--- src/rtl/img_pkg.sv ---
// ----------------------------------------------------------------------------
// img_pkg
// Shared definitions for the image-filter frame path.
//   seq_state_e       : frame sequencer states
//   DRAIN_CYCLES      : cycles spent flushing the filter after the last read
//   expected_results(): number of valid 3x3 window outputs for a W x H frame
// ----------------------------------------------------------------------------
package img_pkg;

    typedef enum logic [2:0] {
        StIdle   = 3'd0,
        StClear  = 3'd1,
        StStream = 3'd2,
        StDrain  = 3'd3,
        StDone   = 3'd4
    } seq_state_e;

    // Covers the last pixel_valid plus the filter's registered output stage.
    localparam int unsigned DRAIN_CYCLES = 2;

    // A 3x3 window produces no output on the first two rows and columns.
    function automatic int unsigned expected_results(input int unsigned w,
                                                     input int unsigned h);
        return (h - 2) * (w - 2);
    endfunction

endpackage

--- src/rtl/raster_addr_gen.sv ---
// ----------------------------------------------------------------------------
// raster_addr_gen
// Linear raster-order read address counter.
// Ports:
//   i_clk    : clock
//   i_rst    : synchronous active-high reset (address -> 0)
//   i_clear  : restart the frame at address 0
//   i_en     : advance the address by one this cycle
//   o_addr   : current read address
//   o_last   : current address is the last pixel of the frame
// ----------------------------------------------------------------------------
module raster_addr_gen #(
    parameter int unsigned ADDR_W = 16,
    parameter int unsigned TOTAL  = 65536
) (
    input  logic              i_clk,
    input  logic              i_rst,
    input  logic              i_clear,
    input  logic              i_en,
    output logic [ADDR_W-1:0] o_addr,
    output logic              o_last
);

    localparam logic [ADDR_W-1:0] LAST_ADDR = ADDR_W'(TOTAL - 1);

    logic [ADDR_W-1:0] r_addr;

    always_ff @(posedge i_clk) begin
        if (i_rst) begin
            r_addr <= '0;
        end else if (i_clear) begin
            r_addr <= '0;
        end else if (i_en) begin
            r_addr <= r_addr + 1'b1;
        end
    end

    assign o_addr = r_addr;
    assign o_last = (r_addr == LAST_ADDR);

endmodule

--- src/rtl/filter_frame_sequencer.sv ---
// ----------------------------------------------------------------------------
// filter_frame_sequencer
// Streams one grayscale frame from a pixel memory into a 3x3 window filter,
// clearing the filter first, honouring a downstream stall and counting the
// filter results against the expected count.
// Ports:
//   i_clk, i_rst        : clock, synchronous active-high reset
//   i_start             : frame start request (IDLE only)
//   i_abort             : cancel the frame in CLEAR/STREAM/DRAIN
//   i_sink_ready        : downstream ready; low stops new reads
//   o_mem_rd_en/o_mem_addr, i_mem_rd_data : memory read port (1-cycle latency)
//   o_flt_rst           : one-cycle clear pulse to the filter
//   o_flt_pixel         : pixel to the filter (passthrough of read data)
//   o_flt_valid         : pixel_valid to the filter (read strobe delayed 1)
//   i_flt_out_valid     : filter result strobe
//   o_busy              : frame in progress (CLEAR/STREAM/DRAIN)
//   o_done, o_frame_ok  : end-of-frame pulse and result-count check
//   o_out_count         : results counted in the current frame
// ----------------------------------------------------------------------------
module filter_frame_sequencer
    import img_pkg::*;
#(
    parameter int unsigned IMG_W  = 256,
    parameter int unsigned IMG_H  = 256,
    parameter int unsigned ADDR_W = 16
) (
    input  logic              i_clk,
    input  logic              i_rst,
    input  logic              i_start,
    input  logic              i_abort,
    input  logic              i_sink_ready,
    output logic              o_mem_rd_en,
    output logic [ADDR_W-1:0] o_mem_addr,
    input  logic [7:0]        i_mem_rd_data,
    output logic              o_flt_rst,
    output logic [7:0]        o_flt_pixel,
    output logic              o_flt_valid,
    input  logic              i_flt_out_valid,
    output logic              o_busy,
    output logic              o_done,
    output logic              o_frame_ok,
    output logic [ADDR_W-1:0] o_out_count
);

    localparam logic [ADDR_W-1:0] EXP_COUNT = ADDR_W'(expected_results(IMG_W, IMG_H));
    localparam logic [1:0]        DRAIN_END = 2'(DRAIN_CYCLES - 1);

    seq_state_e        r_state;
    seq_state_e        w_state_next;
    logic [1:0]        r_drain_cnt;
    logic              r_flt_valid;
    logic              r_flt_rst;
    logic [ADDR_W-1:0] r_out_count;

    logic              w_rd_en;
    logic              w_addr_last;
    logic              w_busy;
    logic              w_start_hit;
    logic              w_abort_hit;
    logic              w_counting;

    assign w_start_hit = i_start && (r_state == StIdle);
    assign w_abort_hit = i_abort && w_busy;

    // ------------------------------------------------------------------
    // FSM: state register
    // ------------------------------------------------------------------
    always_ff @(posedge i_clk) begin
        if (i_rst) begin
            r_state <= StIdle;
        end else begin
            r_state <= w_state_next;
        end
    end

    // ------------------------------------------------------------------
    // FSM: next state (abort wins over start and over the last read)
    // ------------------------------------------------------------------
    always_comb begin
        w_state_next = r_state;
        case (r_state)
            StIdle:   if (i_start) w_state_next = StClear;
            StClear:  w_state_next = StStream;
            StStream: if (w_rd_en && w_addr_last) w_state_next = StDrain;
            StDrain:  if (r_drain_cnt == DRAIN_END) w_state_next = StDone;
            StDone:   w_state_next = StIdle;
            default:  w_state_next = StIdle;
        endcase
        if (w_abort_hit) begin
            w_state_next = StIdle;
        end
    end

    // ------------------------------------------------------------------
    // FSM: outputs
    // ------------------------------------------------------------------
    always_comb begin
        w_rd_en    = 1'b0;
        w_busy     = 1'b0;
        w_counting = 1'b0;
        o_done     = 1'b0;
        o_frame_ok = 1'b0;
        case (r_state)
            StClear: begin
                w_busy = 1'b1;
            end
            StStream: begin
                w_busy     = 1'b1;
                w_rd_en    = i_sink_ready;
                w_counting = 1'b1;
            end
            StDrain: begin
                w_busy     = 1'b1;
                w_counting = 1'b1;
            end
            StDone: begin
                o_done     = 1'b1;
                o_frame_ok = (r_out_count == EXP_COUNT);
            end
            default: ;
        endcase
    end

    // ------------------------------------------------------------------
    // Datapath registers
    // ------------------------------------------------------------------
    always_ff @(posedge i_clk) begin
        if (i_rst) begin
            r_drain_cnt <= '0;
        end else if (r_state != StDrain) begin
            r_drain_cnt <= '0;
        end else begin
            r_drain_cnt <= r_drain_cnt + 1'b1;
        end
    end

    // The filter cannot stall, so a read issued this cycle always becomes a
    // pixel_valid next cycle unless the frame is being abandoned.
    always_ff @(posedge i_clk) begin
        if (i_rst) begin
            r_flt_valid <= 1'b0;
        end else begin
            r_flt_valid <= w_rd_en && !w_abort_hit;
        end
    end

    // Registered so the pulse lands in CLEAR, or in the first IDLE cycle
    // after an abort.
    always_ff @(posedge i_clk) begin
        if (i_rst) begin
            r_flt_rst <= 1'b0;
        end else begin
            r_flt_rst <= w_start_hit || w_abort_hit;
        end
    end

    always_ff @(posedge i_clk) begin
        if (i_rst) begin
            r_out_count <= '0;
        end else if (w_start_hit) begin
            r_out_count <= '0;
        end else if (i_flt_out_valid && w_counting && (r_out_count != '1)) begin
            r_out_count <= r_out_count + 1'b1;
        end
    end

    raster_addr_gen #(
        .ADDR_W (ADDR_W),
        .TOTAL  (IMG_W * IMG_H)
    ) u_addr_gen (
        .i_clk   (i_clk),
        .i_rst   (i_rst),
        .i_clear (w_start_hit),
        .i_en    (w_rd_en),
        .o_addr  (o_mem_addr),
        .o_last  (w_addr_last)
    );

    assign o_mem_rd_en = w_rd_en;
    assign o_flt_pixel = i_mem_rd_data;
    assign o_flt_valid = r_flt_valid;
    assign o_flt_rst   = r_flt_rst;
    assign o_busy      = w_busy;
    assign o_out_count = r_out_count;

endmodule

--- config.mk ---
export PLATFORM = sky130hd
export DESIGN_NAME = filter_frame_sequencer
export DESIGN_NICKNAME = d
export VERILOG_FILES = /design/src/rtl/img_pkg.sv /design/src/rtl/raster_addr_gen.sv /design/src/rtl/filter_frame_sequencer.sv
export SDC_FILE = /design/constraint.sdc
export NUM_CORES = 1
export LEC_CHECK = 0
export CAP_MARGIN = 0
export CORE_ASPECT_RATIO = 2
export CORE_MARGIN = 10
export CORE_UTILIZATION = 51
export DETAILED_ROUTE_END_ITERATION = 8
export MAX_ROUTING_LAYER = met4
export PLACE_DENSITY = 0.84
export SLEW_MARGIN = 20
export SYNTH_ARGS = -nofsm -noshare
export SYNTH_HDL_FRONTEND = slang
export SYNTH_SLANG_ARGS = --single-unit
--- constraint.sdc ---
create_clock -name i_clk -period 4.45 [get_ports i_clk]
set_input_delay 0.6675 -clock i_clk [delete_from_list [all_inputs] [get_ports i_clk]]
set_output_delay 0.6675 -clock i_clk [all_outputs]
set_load 0.01 [all_outputs]
; ---- After elaboration in Yosys (flattened, before gate mapping)
; Cells that the tools add are included.
[classes]
mux = 9
reduce_logical = 15
n_eq_ne = 12
n_addsub = 3
[op_table]
columns = cell, count
row1 = "16-bit by 1-bit adder with 16-bit output, second input constant", 2
row2 = "16-bit equality test, second input constant", 2
row3 = "16-bit != test, second input constant", 1
row4 = 3-bit case mux with 4 select lines, 1
row5 = 3-bit two-way mux, 3
row6 = 2-bit OR reduction, 4
row7 = "3-bit by 2-bit equality test with 1-bit output, second input constant", 2
row8 = 1-bit logical AND, 6
row9 = "2-bit != test, second input constant", 3
row10 = 1-bit two-way mux, 5
row11 = "3-bit by 1-bit equality test with 1-bit output, second input constant", 1
row12 = "3-bit equality test, second input constant", 1
row13 = 3-bit zero test, 1
row14 = "3-bit by 2-bit != test with 1-bit output, second input constant", 1
row15 = 3-bit AND reduction, 1
row16 = 3-bit OR reduction, 1
row17 = "2-bit by 1-bit adder with 2-bit output, second input constant", 1
row18 = "2-bit by 1-bit equality test with 1-bit output, second input constant", 1
row19 = 1-bit zero test, 1
row20 = 1-bit logical OR, 1
[totals]
regBits = 39
out_inout_bits = 46
input_bits = 14
word_cells = 45

; ---- Logic depth before layout (Yosys ltp)
; Gate-level depths: netlist (run 1).
[depth]
word_depth = 6
depth_mapped = 6
mapped_depth_nobuf = 5

; ---- Modules after synthesis
; A second synthesis (run 1) with hierarchy kept.
[unflattened]
hier_cells = 230
area_unflattened_um2 = 2014.4
[modules_own_cells]
columns = mod, cells_each, area_per_inst_um2, seq_area_each_um2, instances
row1 = filter_frame_sequencer, 146, 1281.2, 460.4, 1
row2 = raster_addr_gen, 84, 733.2, 320.3, 1

; ---- Least setup slack after synthesis (run 1)
; Ideal clock, no wire load.
[synth_path]
path_type = reg2out
from = reg r_out_count[0], in the netlist o_out_count[0]
to = out o_frame_ok
required_ns = 3.783
setup_slack_ns = 2.233
stages_incl_launch_ff = 6
path_buffers = 0
arrival_time_ns = 1.549
cell_sequence = dfxtp_1 inv_1 ha_1 or4b_1 or3_1 nor3_1
[synth_between]
elab_chain_cells = 2
[synth_rtl]
columns = element, line
row1 = start: declaration, filter_frame_sequencer.sv:53  ; logic [ADDR_W-1:0] r_out_count;
row2 = start signal: assignment, filter_frame_sequencer.sv:163  ; r_out_count <= r_out_count + 1'b1;
row3 = 16-bit equality test, filter_frame_sequencer.sv:118  ; o_frame_ok = (r_out_count == EXP_COUNT);
row4 = 1-bit two-way mux, filter_frame_sequencer.sv:103  ; case (r_state)
row5 = end: declaration, filter_frame_sequencer.sv:41  ; output logic o_frame_ok,
; Every way passes these cells.

; ---- Worst setup path in the final report (run 1)
; Ends and elaborated chain as after synthesis.

==> run metrics, run 1 <==
status completed; Post-synth EDFFs 0; Layout Utilization 0.6385; relative slew slack 0.3732; GRT Overall Usage 0.1558; startpoint type of the worst setup path flop; Synth top area share 0.3686; post-route setup TNS 0 ns; clock skew 0.003652 ns; Yosys warnings 0; min Tclk post-route 3.039 ns; Final GP Congestion 0.8371; Final Worst Setup Slack 1.411 ns; # hold bufs at CTS 0; DP Cell Count 318; worst slew pin tran 0.9325 ns; Max VDD drop 0.2576 mV; placeable core area 0.004046 mm^2; Fmax 0.3291 GHz; first-pass GRT wire length 9059 um; Worst Path Arrival 2.37 ns; share of post-route cells with drive strength above 1 0.06204; H-tree levels 2; RSZ-0062 raised after global routing no; CTS clk-pin slew, worst paths 0.08 ns; critical path class flop to output port; chip width 65.57 um; CTS sink cnt 39; Vias/cell 6.043; fin nets 291; cell count after synthesis 241; die area 0.007287 mm^2; sequential area share after synthesis 0.3686; PD cells 253.2 mW/mm^2; Synth Cell Area 0.002118 mm^2; initial antenna violation count 0; Area Growth Syn to Fin 21.97%; Max Cap Viol 0; cts bufs inserted 5; Die Ht 111.1 um; Post-Syn Area per Cell 8.790 um^2; clk buf depth 2; Synth area leaders dfxtp_1 (37%), or4_1 (4.3%), o31ai_1 (3.9%); period utilization 0.6829; Fill cells 375; final setup fails 0; worst slack, placed 1.617 ns; Wirelength per Cell 16.46 um; via count 1970; async set or reset register ratio after synthesis 0; DR iter-0 viols 70; CTS tree built; # rows 33; clock insertion delay at the later pin of the skew report 0.29 ns; ys flop type dfxtp_1; GRT Residual Overflow 0; Yosys top cell by area dfxtp_1; Post-CTS Resized 0; largest net degree at the start of global routing 27; Ports 60; DRC 0; #FFs+latches synth 39; Leak 0.0008388 uW; Hold/Removal Path Class flop to flop; # port buffers 43; setup bufs post-CTS 0; commonest non-fill, non-tap cell in the layout clkdlybuf4s50_1; effective utilization at floorplan 0.5235; Mapped Nets 259; WP data required 3.78 ns; CP endpoint kind output port; DRT antenna net count 0; ANT cells 0; drt pass-1 iters 4; drt total wl 5365 um; Final Hold Viols 0; commonest non-fill, non-tap cells in the layout clkdlybuf4s50_1 (43), dfxtp_1 (39), nand2_1 (21); Slew Viols, Final 0; Detail Placement HPWL 3985 um; vias in the first global route 1879; Clock Root Buffer clkbuf_8; critical path peak fanout 6; Synth cell types 52; final cell count without fillers 326; WHS 0.4431 ns
[cell type report]
| cell class | count | area, um^2 | area share |
|---|---|---|---|
| Sequential cell | 39 | 780.7 | 0.3022 |
| Tap cell | 52 | 65.06 | 0.02518 |
| Clock buffer | 6 | 72.57 | 0.02809 |
| Timing Repair Buffer | 43 | 430.4 | 0.1666 |
| Clock inverter | 2 | 12.51 | 0.004843 |
| Multi-Input combinational cell | 175 | 1187 | 0.4596 |
| Inverter | 9 | 35.03 | 0.01356 |
[logic make-up after synthesis]
family,after synthesis,synth area share
AOI/OAI and AO/OA,46,0.1412
and+or+nand+nor,112,0.3379
xor gates and xnor gates,7,0.02894
buffers and inverters,27,0.07087
muxes,6,0.02894
DFF,39,0.3686
adders and majority gates,4,0.02363
[synthesized netlist by cell type, types with 2 or more instances]
cell	n
o21a_1	2
xnor2_1	4
clkbuf_1	3
o211ai_1	3
buf_2	5
o31ai_1	11
and3_1	2
and4b_1	2
nand4_1	9
nor4_1	5
nor3_1	8
or3_1	9
a21oi_1	15
nand2_1	21
o21ai_0	7
nand3_1	10
inv_1	8
xor2_1	3
nand4_2	3
or4_1	12
ha_1	4
and2_1	4
and4_1	3
nor2_1	10
dfxtp_1	39
mux2i_1	5
buf_4	9
[final timing paths]
kind         depth (start not counted)  slack [ns]                         from                           to
max                                  6        1.41  o_out_count[0]$_SDFFE_PP0P_                   o_frame_ok
min                                  1        0.44    r_drain_cnt[0]$_SDFF_PP0_    r_drain_cnt[0]$_SDFF_PP0_
max reg2reg                          4        2.20      r_state[1]$_SDFFE_PP0P_  o_out_count[4]$_SDFFE_PP0P_
min reg2reg                          1        0.44    r_drain_cnt[0]$_SDFF_PP0_    r_drain_cnt[0]$_SDFF_PP0_
[sequential cells by signal (all words and copies together) (netlist names)]
name               count
r_drain_cnt            2
o_flt_valid            1
u_addr_gen.o_addr     16
o_flt_rst              1
r_state                3
o_out_count           16
[power by group]
part	total, uW	switching [uW]	internal (uW)
clock network	240	130	110
logic	53.5	28.9	24.7
registers	361	7.96	353
total	654	167	487
[per-stage QoR]
stage          cell area (um^2)  power (uW)
2_1_floorplan              2118       410.0
3_3_place_gp               2499       421.2
3_5_place_dp               2499       422.3
4_1_cts                    2584       657.6
5_1_grt                    2584       676.6
6_report                   2584       654.2
[layer usage]
metal | part of all wire | wire length (um) | vias to the layer above | track usage
met5 | 0 | 0 | - | -
met4 | 0.034 | 180 | 0 | 0.07615
met3 | 0.045 | 242 | 16 | 0.04858
met2 | 0.54 | 2915 | 41 | 0.2652
met1 | 0.38 | 2027 | 944 | 0.1524
li1 | - | - | 969 | -
[worst max-delay path: stages (launching register included)]
cell             delay, ns
dfxtp_1               0.35
inv_1                 0.08
ha_1                  0.14
or4b_1                0.41
or3_1                 0.34
nor3_1                0.18
clkdlybuf4s50_1       0.57
Power figures use the tool's default switching activity.
==> run 2, diff against run 1 <==
--- a/config.mk
+++ b/config.mk
@@ -8,10 +8,10 @@
 export CAP_MARGIN = 0
 export CORE_ASPECT_RATIO = 2
 export CORE_MARGIN = 10
-export CORE_UTILIZATION = 51
+export CORE_UTILIZATION = 43
 export DETAILED_ROUTE_END_ITERATION = 8
 export MAX_ROUTING_LAYER = met4
-export PLACE_DENSITY = 0.84
+export PLACE_DENSITY = 0.75
 export SLEW_MARGIN = 20
 export SYNTH_ARGS = -nofsm -noshare
 export SYNTH_HDL_FRONTEND = slang
==> constraint.sdc (replaced) <==
create_clock -name i_clk -period 2.6 [get_ports i_clk]
set_input_delay 0.39 -clock i_clk [delete_from_list [all_inputs] [get_ports i_clk]]
set_output_delay 0.39 -clock i_clk [all_outputs]
set_load 0.01 [all_outputs]
==> run 2 against run 1 <==
Against the previous run:
- sequential power is 71% higher
- total power up 81%
- routed wire length rose by 1.5%
- worst setup slack worse by 1.2 ns
- via count grew 1.6%
- clock power up 94%
- combinational power up 86%
- sequential share of layout area down 0.62 points
- non-clock buffer count grew 4
- cell count is 2.8% higher
- critical path type unchanged
- critical endpoint unchanged
- largest power group unchanged
==> run metrics, run 2 (same netlist as run 1, synthesis figures left out) <==
Final Hold Viols 0 (unchanged); switch share 0.2438 (was 0.2557); Ports 60 (unchanged); WP data required 2.21 ns (was 3.78 ns); Clock Power Share 0.394 (was 0.367); first-pass GRT wire length 9066 um (was 9059 um); clk buf depth 2 (unchanged); Die Ht 119.3 um (was 111.1 um); critical path peak fanout 6 (unchanged); hold depth 1 (unchanged); # rows 36 (was 33); Reg power frac 0.522 (was 0.551); WHS Endpoint r_drain_cnt[0]$_SDFF_PP0_ (unchanged); chip width 69.63 um (was 65.57 um); min Tclk post-route 2.424 ns; Area Growth Syn to Fin 24.51% (was 21.97%); RSZ-0062 raised after global routing no (unchanged); clock insertion delay at the later pin of the skew report 0.30 ns (was 0.29 ns); CTS sink cnt 39 (unchanged); vias in the first global route 1964 (was 1879); Max Cap Viol 0 (unchanged); FF-to-FF Start r_state[2]$_SDFFE_PP0P_ (was r_state[1]$_SDFFE_PP0P_); ANT cells 0 (unchanged); worst slew pin tran 0.6604 ns (was 0.9325 ns); CTS tree built (unchanged); period utilization 0.9324; CTS clk-pin slew, worst paths 0.08 ns (about the same); GRT Overall Usage 0.1337 (was 0.1558); combinational share of power 0.084 (was 0.082); status completed (unchanged); commonest non-fill, non-tap cell in the layout clkdlybuf4s50_1 (unchanged); share of post-route cells with drive strength above 1 0.07914 (was 0.06204); GRT Residual Overflow 0 (unchanged); PD cells 447.7 mW/mm^2 (was 253.2 mW/mm^2); Worst R2R Setup Slack 0.63 ns (was 2.20 ns); startpoint type of the worst setup path flop (unchanged); Fill cells 454 (was 375); highest metal used met4 (unchanged); H-tree levels 2 (unchanged); die area 0.008304 mm^2 (was 0.007287 mm^2); # port buffers 43 (unchanged); cts bufs inserted 5 (unchanged); DRC 0 (unchanged); Wirelength per Cell 16.26 um (was 16.46 um); critical path class flop to output port (unchanged); initial antenna violation count 0 (unchanged); CP endpoint kind output port (unchanged); worst reg2reg path depth 5 (was 4); effective utilization at floorplan 0.4395 (was 0.5235); Hold/Removal Path Class flop to flop (unchanged); clock skew 0.007381 ns (was 0.003652 ns); commonest non-fill, non-tap cells in the layout clkdlybuf4s50_1 (42), dfxtp_1 (39), nand2_1 (21) (was clkdlybuf4s50_1 (43), dfxtp_1 (39), nand2_1 (21)); Slew Viols, Final 0 (unchanged); relative slew slack 0.5535 (was 0.3732); Post-Route M1 WL 2002 um (was 2027 um); worst reg2reg endpoint u_addr_gen.o_addr[15]$_SDFFE_PP0P_ (was o_out_count[4]$_SDFFE_PP0P_); Int Power 893.0 uW (was 486.9 uW); final setup fails 0 (unchanged); met2 wire length 2947 um (was 2915 um); Leak 0.0008726 uW (was 0.0008388 uW); Final GP Congestion 0.7674 (was 0.8371); Max VDD drop 0.3545 mV (was 0.2576 mV); Detail Placement HPWL 4130 um (was 3985 um); routed wl met3 266 um (was 242 um); Hold Crit Start r_drain_cnt[0]$_SDFF_PP0_ (unchanged); Fmax 0.4125 GHz; Vias/cell 5.973 (was 6.043); via count 2001 (was 1970); Sw Pwr 287.9 uW (was 167.3 uW); Clock Root Buffer clkbuf_8 (unchanged); largest net degree at the start of global routing 19 (was 27); fin nets 295 (was 291); placeable core area 0.004820 mm^2 (was 0.004046 mm^2); WHS 0.4433 ns (was 0.4431 ns); DR iter-0 viols 119 (was 70); drt pass-1 iters 4 (unchanged); post-route setup TNS 0 ns (unchanged); DRT antenna net count 0 (unchanged); drt total wl 5446 um (was 5365 um); Worst Path Arrival 2.03 ns (was 2.37 ns)
==> run 2: cell count changes in the layout (fill, tap and decap cells not counted), sizes merged <==
cell / before / now
buf: 0 / 4
clkbuf: 6 / 7
clkdlybuf4s50: 43 / 42
clkinv: 2 / 1
dlygate4sd2: 0 / 1
==> run 2: worst max-delay path by stage <==
stage | start | to | slack [ns] | depth (start not counted)
after global placement | o_out_count[0]$_SDFFE_PP0P_ | o_frame_ok | 0.23 | 6
after CTS | o_out_count[0]$_SDFFE_PP0P_ | o_frame_ok | 0.14 | 6
final | o_out_count[0]$_SDFFE_PP0P_ | o_frame_ok | 0.18 | 6
after global routing | o_out_count[0]$_SDFFE_PP0P_ | o_frame_ok | 0.04 | 6
after detailed placement | o_out_count[0]$_SDFFE_PP0P_ | o_frame_ok | 0.20 | 6
after floorplan | o_out_count[0]$_SDFFE_PP0P_ | o_frame_ok | 0.66 | 5
==> run 2: worst max-delay path: stages, from the launching register on <==
cell	delay [ns]
dfxtp_1	0.35
inv_1	0.07
ha_1	0.13
or4b_1	0.42
or3_1	0.32
nor3_1	0.16
dlygate4sd2_1	0.29
==> run 2: cell type report <==
type	count	area (um^2)	area share
Inverter	9	35.03	0.01328
Sequential cell	39	780.7	0.2960
Clock inverter	1	7.507	0.002846
Tap cell	57	71.32	0.02704
Timing Repair Buffer	47	459.2	0.1741
Multi-Input combinational cell	175	1187	0.4502
Clock buffer	7	96.34	0.03653
==> run 2: metrics by stage <==
stage / total power, uW / instances / utilization / area [um^2] / setup WS, ns
after floorplan: 701.8 / 241 / - / 2118 / 0.6610
after global placement: 730.6 / 327 / 0.5260 / 2535 / 0.2304
after detailed placement: 730.6 / 327 / 0.5260 / 2535 / 0.1982
after CTS: 1200 / 335 / 0.5472 / 2638 / 0.1422
after global routing: 1236 / 335 / 0.5472 / 2638 / 0.03738
final: 1181 / 335 / 0.5472 / 2638 / 0.1758
==> run 2: power groups by stage <==
stage                     combinational [uW]  clock, uW  sequential [uW]
after CTS                                100        483              616
final                                   99.3        465              617
after detailed placement                99.9          0              631
after global routing                     108        510              618
after floorplan                         78.3          0              623
after global placement                   100          0              630
==> run 2: per-layer routing <==
metal  vias up  global-route usage
li1        981                   -
met1       948              0.1235
met2        54              0.2345
met3        18             0.03658
met4         0             0.08685
met5         -                   -
==> run 2: timing repair <==
| action | in CTS | in global routing |
|---|---|---|
| gates resized for setup | 1 | 0 |
| endpoints found under the setup margin | 1 | 0 |
| hold buffers | 0 | 0 |
| buffers inserted | 0 | 0 |
